### src/rtl/dist_pair_enumerator.sv
// Enumerates weight-index pairs (i1 < i2 < ksize) whose redundant-output distance equals dr,
// one candidate per cycle, handing matches out over a valid/ready handshake.
module dist_pair_enumerator #(
  parameter int WORD_WIDTH = 8,
  parameter int DIST_WIDTH = 3
) (
  input  logic                    clk,
  input  logic                    reset,
  input  logic                    start,
  input  logic [WORD_WIDTH-1:0]   ksize,
  input  logic [WORD_WIDTH-1:0]   fw,
  input  logic [WORD_WIDTH-1:0]   ow,
  input  logic [WORD_WIDTH-1:0]   st,
  input  logic [DIST_WIDTH-1:0]   dr,
  output logic                    busy,
  output logic [WORD_WIDTH-1:0]   idx1,
  output logic [WORD_WIDTH-1:0]   idx2,
  output logic                    pair_valid,
  input  logic                    pair_ready,
  output logic                    done,
  output logic                    cfg_err,
  output logic [2*WORD_WIDTH-1:0] pair_cnt
);

  localparam int W  = WORD_WIDTH;
  localparam int PW = 2 * WORD_WIDTH;

  typedef enum logic [1:0] {IDLE, SCAN, EMIT, DONE} state_t;

  state_t         state_q, state_d;
  logic [W-1:0]   ks_q, ks_d, fw_q, fw_d, owfw_q, owfw_d;
  logic [PW-1:0]  target_q, target_d;
  logic [W-1:0]   i1_q, i1_d, i2_q, i2_d;
  logic [W-1:0]   c1_q, c1_d, c2_q, c2_d, dv_q, dv_d;
  logic [W-1:0]   idx1_q, idx1_d, idx2_q, idx2_d;
  logic [PW-1:0]  cnt_q, cnt_d;
  logic           err_q, err_d;

  // Next-candidate values; c1/c2 are i1/i2 mod fw, dv is the row difference.
  logic [W-1:0]   i1_n, i2_n, c1_n, c2_n, dv_n, c1_inc;
  logic           last, match, c2_wrap;

  always_comb begin
    last    = (i1_q == ks_q - W'(2)) && (i2_q == ks_q - W'(1));
    match   = (PW'(owfw_q) * PW'(dv_q) + PW'(i2_q - i1_q)) == target_q;
    c1_inc  = (c1_q == fw_q - W'(1)) ? '0 : c1_q + W'(1);
    c2_wrap = (c2_q == fw_q - W'(1));
    if (i2_q == ks_q - W'(1)) begin
      i1_n = i1_q + W'(1);
      i2_n = i1_q + W'(2);
      c1_n = c1_inc;
      c2_n = (c1_inc == fw_q - W'(1)) ? '0 : c1_inc + W'(1);
      dv_n = (c1_inc == fw_q - W'(1)) ? W'(1) : '0;
    end else begin
      i1_n = i1_q;
      i2_n = i2_q + W'(1);
      c1_n = c1_q;
      c2_n = c2_wrap ? '0 : c2_q + W'(1);
      dv_n = dv_q + (c2_wrap ? W'(1) : '0);
    end
  end

  always_comb begin
    state_d  = state_q;
    ks_d     = ks_q;
    fw_d     = fw_q;
    owfw_d   = owfw_q;
    target_d = target_q;
    i1_d     = i1_q;
    i2_d     = i2_q;
    c1_d     = c1_q;
    c2_d     = c2_q;
    dv_d     = dv_q;
    idx1_d   = idx1_q;
    idx2_d   = idx2_q;
    cnt_d    = cnt_q;
    err_d    = err_q;
    unique case (state_q)
      IDLE: if (start) begin
        ks_d     = ksize;
        fw_d     = fw;
        owfw_d   = ow - fw;
        target_d = PW'(dr) * PW'(st);
        i1_d     = '0;
        i2_d     = W'(1);
        c1_d     = '0;
        c2_d     = (fw == W'(1)) ? '0 : W'(1);
        dv_d     = (fw == W'(1)) ? W'(1) : '0;
        cnt_d    = '0;
        if (fw == '0 || st == '0 || ksize < W'(2) || ow < fw) begin
          err_d   = 1'b1;
          state_d = DONE;
        end else begin
          err_d   = 1'b0;
          state_d = SCAN;
        end
      end
      SCAN: begin
        if (match) begin
          idx1_d  = i1_q;
          idx2_d  = i2_q;
          state_d = EMIT;
        end else begin
          {i1_d, i2_d, c1_d, c2_d, dv_d} = {i1_n, i2_n, c1_n, c2_n, dv_n};
          state_d = last ? DONE : SCAN;
        end
      end
      EMIT: if (pair_ready) begin
        cnt_d = cnt_q + PW'(1);
        {i1_d, i2_d, c1_d, c2_d, dv_d} = {i1_n, i2_n, c1_n, c2_n, dv_n};
        state_d = last ? DONE : SCAN;
      end
      DONE: state_d = IDLE;
      default: state_d = IDLE;
    endcase
  end

  always_ff @(posedge clk or posedge reset) begin
    if (reset) begin
      state_q  <= IDLE;
      ks_q     <= '0;
      fw_q     <= '0;
      owfw_q   <= '0;
      target_q <= '0;
      i1_q     <= '0;
      i2_q     <= '0;
      c1_q     <= '0;
      c2_q     <= '0;
      dv_q     <= '0;
      idx1_q   <= '0;
      idx2_q   <= '0;
      cnt_q    <= '0;
      err_q    <= 1'b0;
    end else begin
      state_q  <= state_d;
      ks_q     <= ks_d;
      fw_q     <= fw_d;
      owfw_q   <= owfw_d;
      target_q <= target_d;
      i1_q     <= i1_d;
      i2_q     <= i2_d;
      c1_q     <= c1_d;
      c2_q     <= c2_d;
      dv_q     <= dv_d;
      idx1_q   <= idx1_d;
      idx2_q   <= idx2_d;
      cnt_q    <= cnt_d;
      err_q    <= err_d;
    end
  end

  assign busy       = (state_q != IDLE);
  assign pair_valid = (state_q == EMIT);
  assign done       = (state_q == DONE);
  assign idx1       = idx1_q;
  assign idx2       = idx2_q;
  assign pair_cnt   = cnt_q;
  assign cfg_err    = err_q;

endmodule
### config.mk
export PLATFORM = sky130hd
export DESIGN_NAME = dist_pair_enumerator
export DESIGN_NICKNAME = d
export VERILOG_FILES = /design/src/rtl/dist_pair_enumerator.sv
export SDC_FILE = /design/constraint.sdc
export NUM_CORES = 1
export LEC_CHECK = 0
export CAP_MARGIN = 20
export CORE_ASPECT_RATIO = 0.75
export CORE_MARGIN = 10
export CORE_UTILIZATION = 46
export CTS_CLUSTER_SIZE = 12
export DETAILED_ROUTE_END_ITERATION = 12
export PLACE_DENSITY = 0.65
export SLEW_MARGIN = 20
export SYNTH_ARGS = -nofsm -noshare
export SYNTH_HDL_FRONTEND = slang
export SYNTH_SLANG_ARGS = --single-unit
### constraint.sdc
create_clock -name clk -period 8.9 [get_ports clk]
set_input_delay 0.89 -clock clk [delete_from_list [all_inputs] [get_ports clk]]
set_output_delay 0.89 -clock clk [all_outputs]
set_load 0.01 [all_outputs]
-- Word-level counts from Yosys, hierarchy flattened
Cells that the tools add are included.
- register bits after elaboration: 110
- input port bits: 39
- output and inout bits: 36
- word-level logic and storage cells: 101
- $add $sub $neg: 14
- multipliers: 2
- magnitude comparators: 2
- equality and inequality tests: 13
- multiplexer cells: 41
- reductions and logical operators: 15
- operators with widths (operator ; number):
    8-bit 2-to-1 mux ; 22
    8-bit one-hot mux with 3 select lines ; 5
    8-bit by 1-bit adder with 8-bit output, second input constant ; 5
    8-bit == test ; 5
    16-bit 2-to-1 mux ; 2
    16-bit one-hot mux with 2 select lines ; 1
    16-bit by 1-bit adder with 16-bit output, second input constant ; 1
    16-bit adder ; 1
    16-bit by 11-bit == test with 1-bit output ; 1
    8-bit zero test ; 2
    8-bit by 8-bit multiplier with 16-bit output ; 1
    8-bit by 1-bit subtractor with 8-bit output, second input constant ; 2
    3-bit by 8-bit multiplier with 11-bit output ; 1
    2-bit 2-to-1 mux ; 5
    8-bit by 8-bit subtractor with 9-bit output ; 1
    8-bit by 1-bit adder with 8-bit output ; 1
    8-bit by 2-bit adder with 8-bit output, second input constant ; 1
    8-bit by 1-bit == test with 1-bit output, second input constant ; 1
    8-bit by 2-bit less-than comparator with 1-bit output, second input constant ; 1
    8-bit less-than comparator ; 1
    2-bit one-hot mux with 4 select lines ; 1
    8-bit by 2-bit subtractor with 8-bit output, second input constant ; 1
    8-bit subtractor ; 1
    2-bit AND reduction ; 3
    12 further kinds ; 21

-- Longest topological paths before layout
- depth after elaboration: 8
- gate-level depth with buffers: 29
- depth with buffers taken out: 27

-- Least setup slack after synthesis
Ideal clock, no wire load.
- path kind: register -> register
- start: register i1_q[1]
- end: register c1_q[3]
- library setup time: 80 ps
- arrival: 6605 ps
- required time: 8820 ps
- slack: 2216 ps
- stages on the path, launching flop included: 30
- buffers on the path: 2
- clock period less this slack: 6684 ps
- cells stage by stage: dfrtp_1 -> inv_1 -> ha_1 -> nor2b_1 -> o21ai_0 -> nand2b_1 -> a21o_1 -> a21o_1 -> a21o_1 -> a21oi_1 -> xor2_1 -> fa_1 -> fa_1 -> inv_1 -> fa_1 -> inv_1 -> fa_1 -> inv_1 -> ha_1 -> a21o_1 -> a221oi_2 -> o21ai_1 -> a221o_1 -> xnor2_1 -> nor4_2 -> or2_1 -> buf_2 -> or3_1 -> clkbuf_1 -> o2bb2ai_1
- word-level cells in the longest chain between the ends: 5
- RTL lines (item ; line ; text):
    start: declaration ; 33 ; logic [W-1:0] i1_q, i1_d, i2_q, i2_d;
    start signal: assignment ; 140 ; i1_q <= i1_d;
    8-bit by 8-bit subtractor with 9-bit output ; 45 ; match = (PW'(owfw_q) * PW'(dv_q) + PW'(i2_q - i1_q)) == target_q;
    16-bit adder ; 45 ;
    16-bit by 11-bit == test with 1-bit output ; 45 ;
    2-bit != test (no source line) ; - ;
    4-bit AND reduction (no source line) ; - ;
    end signal: assignment ; 127 ; c1_q <= '0;
    end signal: assignment ; 142 ; c1_q <= c1_d;
    end: declaration ; 34 ; logic [W-1:0] c1_q, c1_d, c2_q, c2_d, dv_q, dv_d;
Every way passes these cells.
A chain may end at the register's enable or synchronous reset.

-- Worst setup path after layout
- start: register i1_q[1]
- end: register c2_q[3]
- word-level cells in the longest chain between the ends: 5
- RTL lines (item ; line ; text):
    8-bit by 8-bit subtractor with 9-bit output ; 45 ;
    16-bit adder ; 45 ;
    16-bit by 11-bit == test with 1-bit output ; 45 ;
    2-bit != test (no source line) ; - ;
    4-bit AND reduction (no source line) ; - ;
    end signal: assignment ; 128 ; c2_q <= '0;
    end signal: assignment ; 143 ; c2_q <= c2_d;
    end: declaration ; 34 ;
Every way passes these cells.

==> results.sh <==
export IMPL_synth_distinct_cells=79
export IMPL_first_pass_iters=5
export IMPL_postCtsSetupBuffers=0
export IMPL_cts_hold_fix_buffers=0
export IMPL_clk_pin_slew_ns=0.07
export IMPL_final_core_utilization_pct=52.37
export IMPL_worst_path_max_delay_cell="dfrtp_1"
export IMPL_syn_inst=1154
export IMPL_place_inst=1481
export IMPL_antenna_found_initial=0
export IMPL_chipWidth_um=192.9
export IMPL_synth_async_sr_flop_share_pct=100.0
export IMPL_crit_buf_inv=6
export IMPL_max_freq_mhz=127.4
export IMPL_dp_hpwl_um=20280
export IMPL_ys_ff_latch=110
export IMPL_hold_violations=0
export IMPL_rrSetupSlack_ns=1.05
export IMPL_groute_usage_overall_pct=18.34
export IMPL_ys_flop_type="dfrtp_1"
export IMPL_syn_num_nets=1331
export IMPL_gp_congestion=0.8975
export IMPL_rows=47
export IMPL_synthMuxAreaShare_pct=3.460
export IMPL_clk_path_buf_depth=2
export IMPL_htree_levels=3
export IMPL_cpPeakStageDelay_ns=0.58
export IMPL_cts_resized=0
export IMPL_hp_class="reg -> reg"
export IMPL_fin_skew_ns=0.009374
export IMPL_synth_top_area_share_pct=26.71
export IMPL_synth_top_cell_by_area="dfrtp_1"
export IMPL_synth_most_common_cell="inv_1"
export IMPL_multi_input_area_sq_mm=0.006882
export IMPL_r2r_start="i1_q[1]"
export IMPL_slew_violations=0
export IMPL_grt_max_degree=71
export IMPL_synth_edf_count=0
export IMPL_detail_route_vias_per_cell=5.538
export IMPL_critPathLaunchType="flip-flop"
export IMPL_crit_family="adder cells"
export IMPL_maxCapViolCount=0
export IMPL_num_vias=8290
export IMPL_synth_compound_area_share_pct=14.94
export IMPL_die_h_um=149.6
export IMPL_finalSetupTns_ns=0
export IMPL_synthesis_area_sq_mm=0.01031
export IMPL_synthAdderAreaFrac_pct=21.05
export IMPL_period_minus_slack_ns=7.850
export IMPL_ant_nets=0
export IMPL_hold_depth=2
export IMPL_fin_crit_sh_pct=88.20
export IMPL_initial_core_util_pct=46.74
export IMPL_tightest_slew_ns=0.9514
export IMPL_clock_sinks=110
export IMPL_drtIter0Drc=640
export IMPL_critPathMaxFanout=22
export IMPL_r2r_end="c2_q[3]"
export IMPL_slew_headroom_pct=34.93
export IMPL_drive_above_1_share_pct=5.736
export IMPL_largest_reg_flops=16
export IMPL_io_pins=75
export IMPL_yosys_area_share_simple_pct=17.95
export IMPL_synth_area_leaders="dfrtp_1 27%, fa_1 11%, ha_1 9.6%"
export IMPL_reg2reg_depth=29
export IMPL_clock_latency_ns=0.37
export IMPL_seqCellArea_sq_mm=0.002753
export IMPL_numCtsBuffers=9
export IMPL_cp_arrival_ns=8.10
export IMPL_critical_path_class="reg -> reg"
export IMPL_power_density_mw_per_mm2=253.3
export IMPL_status="completed"
export IMPL_grt_first_pass_wirelength_um=42640
export IMPL_area_growth_pct=12.05
export IMPL_finalWirelength_um=25700
export IMPL_die_area_sq_mm=0.02886
export IMPL_min_delay_start="target_q[0]"
export IMPL_wl_per_cell_um=17.17
export IMPL_report_final_setup_viol=0
export IMPL_p_leak_uw=0.005168
export IMPL_syn_area_per_cell_sq_um=8.932
export IMPL_crit_required_ns=9.15
export IMPL_grt_ovfl_total=0
export IMPL_synth_xor_area_share_pct=9.250
export IMPL_synth_top_family_by_area="adder cells"
export IMPL_ir_drop_mv=0.1648
export IMPL_fin_nets=1375
export IMPL_post_layout_nonfiller_instances=1497
export IMPL_coreArea_sq_mm=0.02205
export IMPL_num_antenna_cells=0
export IMPL_hold_end="target_q[0]"
export IMPL_synth_commonest_cells="124 x inv_1, 110 x dfrtp_1, 105 x nand2_1, 79 x ha_1, 73 x o21ai_0"
export IMPL_cts_root_buf="clkbuf_16"
export IMPL_grt_pass1_vias=7895
export IMPL_num_fill_cells=2059
export IMPL_cp_end_kind="flip-flop"
export IMPL_synth_warnings=0
export IMPL_io_buffers=74
export IMPL_rsz0062_at_grt="no"
export IMPL_ys_seq_area_share_pct=26.71
export IMPL_drc=0
export IMPL_cts_tree="yes"
[cell type report]
type	instances	area share, %
inverters	125	4.084
clock buffers	11	2.015
well taps	294	3.185
clock inverters	5	0.3033
flip-flops and latches	110	23.83
repair buffers	83	6.998
multi-input cells	869	59.58
[per-stage QoR]
step	hold slack (ns)	cell area (sq um)	worst slack, ns	power (uW)
after CTS	0.5124	11550	1.001	2932
final	0.5054	11550	1.050	2926
after floorplan	0.4689	10310	2.216	2056
after global placement	0.4731	11280	1.200	2505
after global routing	0.5344	11550	0.4430	3197
after detailed placement	0.4876	11280	1.050	2531
[per-layer routing]
layer	share of wire [%]	global-route usage (%)	vias to the layer above
met5	0	0	-
met4	1.0	3.635	0
met3	8.4	5.256	15
met2	40	25.33	262
met1	50	27.56	3982
li1	-	-	4031
[tightest hold or removal path, stage by stage (launching register included)]
cell and delay (ns):
dfrtp_1 0.36, nand2_1 0.05, o21ai_0 0.06
[layout by cell type (no fill, tap or decap), drive strengths merged, types with 18 or more instances in the layout]
| cell | synthesis | final |
|---|---|---|
| clkdlybuf4s50 | 0 | 74 |
| fa | 59 | 59 |
| dfrtp | 110 | 110 |
| nand2 | 105 | 105 |
| a21oi | 43 | 43 |
| ha | 79 | 79 |
| mux2 | 29 | 29 |
| and2 | 59 | 59 |
| nand3 | 34 | 34 |
| inv | 124 | 125 |
| o21ai | 77 | 77 |
| xor2 | 45 | 45 |
| nor2 | 54 | 54 |
| nor3 | 18 | 18 |
| xnor2 | 63 | 63 |
[how the worst max path moves through the flow]
stage,to,cells past startpoint,slack (ns),startpoint
3_3_place_gp,c2_q[3],29,1.20,i1_q[1]
6_report,c2_q[3],29,1.05,i1_q[1]
4_1_cts,c2_q[3],29,1.00,i1_q[1]
2_1_floorplan,c1_q[3],29,2.22,i1_q[1]
3_5_place_dp,c2_q[3],29,1.05,i1_q[1]
5_1_grt,i1_q[5],28,0.44,i1_q[1]
[logic make-up (layout without fill, tap and decap cells)]
| kind of cell | count (synthesis) | after routing |
|---|---|---|
| adders and majority gates | 138 | 138 |
| buffers and inverters | 175 | 224 |
| xor gates and xnor gates | 108 | 108 |
| and+or+nand+nor | 354 | 354 |
| muxes | 32 | 32 |
| AOI/OAI and AO/OA | 237 | 237 |
| DFF | 110 | 110 |
[power by group]
part           leakage, uW  switching, uW  internal (uW)  total (uW)
Sequential         0.00146            218            612         829
Combinational      0.00358            995            716        1710
Clock             0.000130            195            191         386
No activity file was read; power rests on OpenSTA's default activity.
